**config.mk**
```make
export PLATFORM = sky130hd
export DESIGN_NAME = chimp_board_gen
export DESIGN_NICKNAME = d
export VERILOG_FILES = /design/src/rtl/chimp_pkg.sv /design/src/rtl/chimp_board_gen_lowest_free_cell.sv /design/src/rtl/chimp_board_gen.sv
export SDC_FILE = /design/constraint.sdc
export NUM_CORES = 1
export LEC_CHECK = 0
export CORE_MARGIN = 5
export CORE_UTILIZATION = 52
export DETAILED_ROUTE_END_ITERATION = 12
export HOLD_SLACK_MARGIN = 0.08
export PLACE_DENSITY = 0.72
export REMOVE_ABC_BUFFERS = 1
export SKIP_LAST_GASP = 1
export SLEW_MARGIN = 20
export SYNTH_ARGS = -nofsm -noshare
export SYNTH_HDL_FRONTEND = slang
export SYNTH_SLANG_ARGS = --single-unit
```
**constraint.sdc**
```tcl
create_clock -name clk -period 2.75 [get_ports clk]
set_input_delay 0.275 -clock clk [delete_from_list [all_inputs] [get_ports clk]]
set_output_delay 0.275 -clock clk [all_outputs]
set_load 0.005 [all_outputs]
```
**src/rtl/chimp_pkg.sv**
```systemverilog
// Shared types and constants for the chimp-test board generator.
package chimp_pkg;

    // Build sequencer states.
    typedef enum logic [1:0] {
        StIdle,
        StWait,
        StCheck,
        StDone
    } chimp_state_e;

    localparam int unsigned GRID_CELLS_DEF = 12;
    // Width of a cell index, a number index and a level value.
    localparam int unsigned CELL_W = 4;

endpackage

```
**src/rtl/chimp_board_gen_lowest_free_cell.sv**
```systemverilog
// Priority encoder: index of the lowest clear bit of the occupancy mask.
module lowest_free_cell
    import chimp_pkg::*;
#(
    parameter int unsigned CELLS = GRID_CELLS_DEF
) (
    input  logic [CELLS-1:0]  mask,
    output logic [CELL_W-1:0] idx,
    output logic              valid
);

    // Scan from the top down so the lowest free cell wins.
    always_comb begin
        idx   = '0;
        valid = 1'b0;
        for (int i = CELLS - 1; i >= 0; i--) begin
            if (!mask[i]) begin
                idx   = CELL_W'(i);
                valid = 1'b1;
            end
        end
    end

endmodule

```
**src/rtl/chimp_board_gen.sv**
```systemverilog
// Builds a collision-free chimp-test board from bounded random samples.
module chimp_board_gen
    import chimp_pkg::*;
#(
    parameter int unsigned GRID_CELLS = GRID_CELLS_DEF,
    parameter int unsigned SAMPLE_GAP = 14,
    parameter int unsigned MAX_REJECT = 8
) (
    input  logic                  clk,
    input  logic                  rst,
    input  logic                  start,
    input  logic [CELL_W-1:0]     level,
    input  logic [CELL_W-1:0]     rnd,
    output logic [CELL_W-1:0]     bound,
    output logic                  busy,
    output logic                  done,
    output logic [CELL_W-1:0]     placed_count,
    output logic [GRID_CELLS-1:0] cell_mask,
    input  logic [CELL_W-1:0]     rd_idx,
    output logic [CELL_W-1:0]     rd_cell
);

    localparam int unsigned GAP_W = $clog2(SAMPLE_GAP);
    localparam int unsigned REJ_W = $clog2(MAX_REJECT + 1);
    localparam logic [GAP_W-1:0]  GAP_LAST  = GAP_W'(SAMPLE_GAP - 1);
    localparam logic [REJ_W-1:0]  REJ_LIMIT = REJ_W'(MAX_REJECT);
    localparam logic [CELL_W-1:0] CELLS_C   = CELL_W'(GRID_CELLS);

    chimp_state_e      state_q;
    logic [CELL_W-1:0] n_q;
    logic [CELL_W-1:0] cand_q;
    logic [GAP_W-1:0]  gap_q;
    logic [REJ_W-1:0]  rej_q;
    logic [CELL_W-1:0] cell_tab_q [GRID_CELLS];

    logic [CELL_W-1:0]      nl;
    logic [2**CELL_W-1:0]   mask_pad;
    logic                   reject;
    logic [REJ_W-1:0]       rej_next;
    logic                   force_place;
    logic [CELL_W-1:0]      place_cell;
    logic [CELL_W-1:0]      placed_next;
    logic [CELL_W-1:0]      free_idx;
    logic                   free_valid;

    assign bound = CELLS_C;

    lowest_free_cell #(
        .CELLS (GRID_CELLS)
    ) u_free (
        .mask  (cell_mask),
        .idx   (free_idx),
        .valid (free_valid)
    );

    // Candidate evaluation for the CHECK state; the mask is padded so any 4-bit cand indexes it.
    always_comb begin
        nl          = (level > CELLS_C) ? CELLS_C : level;
        mask_pad    = (2**CELL_W)'(cell_mask);
        reject      = (cand_q >= CELLS_C) || mask_pad[cand_q];
        rej_next    = rej_q + REJ_W'(1);
        force_place = reject && (rej_next == REJ_LIMIT) && free_valid;
        place_cell  = reject ? free_idx : cand_q;
        placed_next = placed_count + CELL_W'(1);
    end

    // Build sequencer with registered status outputs.
    always_ff @(posedge clk) begin
        if (rst) begin
            state_q      <= StIdle;
            n_q          <= '0;
            cand_q       <= '0;
            gap_q        <= '0;
            rej_q        <= '0;
            busy         <= 1'b0;
            done         <= 1'b0;
            placed_count <= '0;
            cell_mask    <= '0;
            for (int i = 0; i < GRID_CELLS; i++) cell_tab_q[i] <= '0;
        end else begin
            case (state_q)
                StIdle: begin
                    done <= 1'b0;
                    if (start) begin
                        n_q          <= nl;
                        cell_mask    <= '0;
                        placed_count <= '0;
                        rej_q        <= '0;
                        gap_q        <= '0;
                        busy         <= 1'b1;
                        for (int i = 0; i < GRID_CELLS; i++) cell_tab_q[i] <= '0;
                        if (nl == '0) begin
                            state_q <= StDone;
                            done    <= 1'b1;
                        end else begin
                            state_q <= StWait;
                        end
                    end
                end
                StWait: begin
                    if (gap_q == GAP_LAST) begin
                        cand_q  <= rnd;
                        gap_q   <= '0;
                        state_q <= StCheck;
                    end else begin
                        gap_q <= gap_q + GAP_W'(1);
                    end
                end
                StCheck: begin
                    if (reject && !force_place) begin
                        rej_q   <= rej_next;
                        state_q <= StWait;
                    end else begin
                        for (int i = 0; i < GRID_CELLS; i++) begin
                            if (placed_count == CELL_W'(i)) cell_tab_q[i] <= place_cell;
                        end
                        cell_mask    <= cell_mask | (GRID_CELLS'(1) << place_cell);
                        placed_count <= placed_next;
                        rej_q        <= '0;
                        if (placed_next == n_q) begin
                            state_q <= StDone;
                            done    <= 1'b1;
                        end else begin
                            state_q <= StWait;
                        end
                    end
                end
                StDone: begin
                    done    <= 1'b0;
                    busy    <= 1'b0;
                    state_q <= StIdle;
                end
                default: state_q <= StIdle;
            endcase
        end
    end

    // Table read port; indices at or beyond placed_count read as zero.
    always_comb begin
        rd_cell = '0;
        for (int i = 0; i < GRID_CELLS; i++) begin
            if (rd_idx == CELL_W'(i) && rd_idx < placed_count) rd_cell = cell_tab_q[i];
        end
    end

endmodule

```
==> reports/qor.yml <==
rsz0062_at_grt: "false"
cts_buffers: 9
syn2layout_area_growth_pct: 17.5
ant_nets: 0
p_per_area_nw_per_um2: 493
final_common_cell: "nor2_1"
hold_viol_final: 0
layout_common_cells: "nor2_1, edfxtp_1, nand2_1"
ir_worst_vdd_uv: 308
via_count: 3524
die_area_um2: 10600
gp_congestion: 0.892
synth-edff-count: 48
core_um2: 8300
portBuffers: 36
start_kind: "input pin"
crit_arrival_ns: 2.37
total_power_uw: 2590
crit_fanout: 6
crit_end: "rd_cell[0]"
hold_buffers: 0
grt_max_degree: 27
grt_pass1_wl_um: 16900
post-route-util: 0.633
viasPerCell: 5.83
skew_ns: 0.0109
max_freq_mhz: 379
cts_sinks: 84
initial_core_util: 0.539
max_cap_violations: 0
post-route-min-period_ns: 2.64
drive_gt1_frac: 0.140
netlist_area_um2: 4470
cellLeakagePower_uw: 0.00180
root_buffer: "clkbuf_8"
wl_um: 10200
cp.required_ns: 2.48
slew_viol_final: 0
dp_hpwl_um: 7570
ys_ff_latch: 84
endpoint_kind: "output pin"
post_cts_buffers: 0
ys.flop_type: "edfxtp_1"
ys_types: 64
rows: 33
yosysSeqAreaShare: 0.483
htreeDepth: 3
hold_path_class: "flip-flop to flip-flop"
path_class: "input pin to output pin"
worst_pin_slew_ns: 0.617
worstReg2RegStart: "cand_q[0]"
track_usage: 0.205
path_clk_slew_ns: 0.09
die_w_um: 103
r2r_slack_ns: 0.11
async_flop_share: 0
r2r_cells: 8
r2r_end: "cell_tab_q[2][13]"
fill_cells: 700
grt_overflow: 0
critical_path.startpoint: "rd_idx[3]"
max_slew_margin: 0.585
first_pass_iters: 4
cts_buffer_depth: 2
nNetsFinal: 519
synth_area_per_cell_um2: 10.0
synthCells: 447
cts_tree: "built"
setup_violations: 0
die_y_um: 103
insertion_delay_ns: 0.36
wl_per_cell_um: 17.0
io_pins: 41
status: "complete, no violations"
drtIter0Drc: 165
ys_warn_count: 0
antenna_cells: 0
grt_pass1_vias: 3531
period_share: 0.960
drcViolationCount: 0
grt_antenna_before_repair: 0
cts_resized: 0
## state kept, by name, indices dropped and copies added, names as in the netlist
signal,cells
cell_tab_q,48
cell_mask,12
cand_q,4
gap_q,4
n_q,4
placed_count,4
rej_q,4
state_q,2
busy,1
done,1
## critical path, cell delays in order
cell and delay [ns]:
clkdlybuf4s50_1 0.59, nor2b_2 0.25, a21oi_1 0.06, o21ai_0 0.25, a221oi_2 0.11, o22ai_1 0.19
and2_1 0.15, clkdlybuf4s50_1 0.49
## area by class of cell
cell class	count	area, µm²	share of cell area
inverters	15	56.3	0.0107
clock inverters	7	57.6	0.0109
repair buffers	63	574	0.109
clock buffers	9	124	0.0236
flip-flops and latches	84	2160	0.411
well taps	105	131	0.0250
multi-input cells	321	2150	0.409
## worst min path at each step
stage,cells past startpoint,slack [ns],to,from
2_1_floorplan,1,0.34,state_q[1],rst
4_1_cts,2,0.47,n_q[3],n_q[3]
5_1_grt,2,0.50,busy,busy
3_5_place_dp,2,0.46,busy,busy
3_3_place_gp,2,0.45,busy,busy
6_report,2,0.47,n_q[1],n_q[1]
## metrics by stage
step           cell area, µm²  hold slack [ns]  instances  setup WS (ns)  setup TNS (ns)
2_1_floorplan            4340            0.339        420         -0.422           -3.97
4_1_cts                  5230            0.473        604         0.0513               0
3_3_place_gp             5040            0.448        588         0.0941               0
3_5_place_dp             5040            0.456        588         0.0551               0
5_1_grt                  5260            0.497        604        0.00182               0
6_report                 5260            0.470        604          0.110               0
## metal layers
metal,up-vias,global-route usage,routed length (µm)
met5,-,0,0
met2,83,0.364,5280
met3,11,0.0271,416
met1,1699,0.257,4400
li1,1731,-,-
met4,0,0.0687,136
## synthesized netlist by cell type (5+ instances only)
master / n / area (µm²)
nor2_1: 57 / 214
edfxtp_1: 48 / 1440
nand2_1: 45 / 169
dfxtp_1: 36 / 721
a21oi_1: 22 / 110
nor3_1: 22 / 110
clkbuf_1: 17 / 63.8
inv_1: 15 / 56.3
nand3_1: 13 / 65.1
mux2i_1: 12 / 120
ha_1: 10 / 125
o21a_1: 10 / 75.1
o21ai_0: 10 / 50.1
mux4_2: 8 / 180
nand2b_1: 6 / 37.5
nand4_1: 6 / 37.5
nand3b_1: 5 / 37.5
nor4b_1: 5 / 43.8
or3_1: 5 / 31.3
xnor2_1: 5 / 43.8
## power by group
group | total, µW | switching [µW] | internal (µW)
registers | 1430 | 37.2 | 1400
clock network | 832 | 491 | 341
logic | 327 | 181 | 146
total | 2590 | 710 | 1880
## cells by family (layout without fill, tap and decap cells)
kind of cell | after synthesis | after routing | synth area share
xor+xnor | 8 | 8 | 0.0157
buf+inv | 44 | 94 | 0.0431
fa+ha+maj | 10 | 10 | 0.0280
compound gates | 83 | 83 | 0.136
flops | 84 | 84 | 0.483
mux | 23 | 23 | 0.0747
simple gates | 193 | 193 | 0.217
other cells | 2 | 4 | 0.00168
Note: power is estimated with default switching activity, not from simulation.
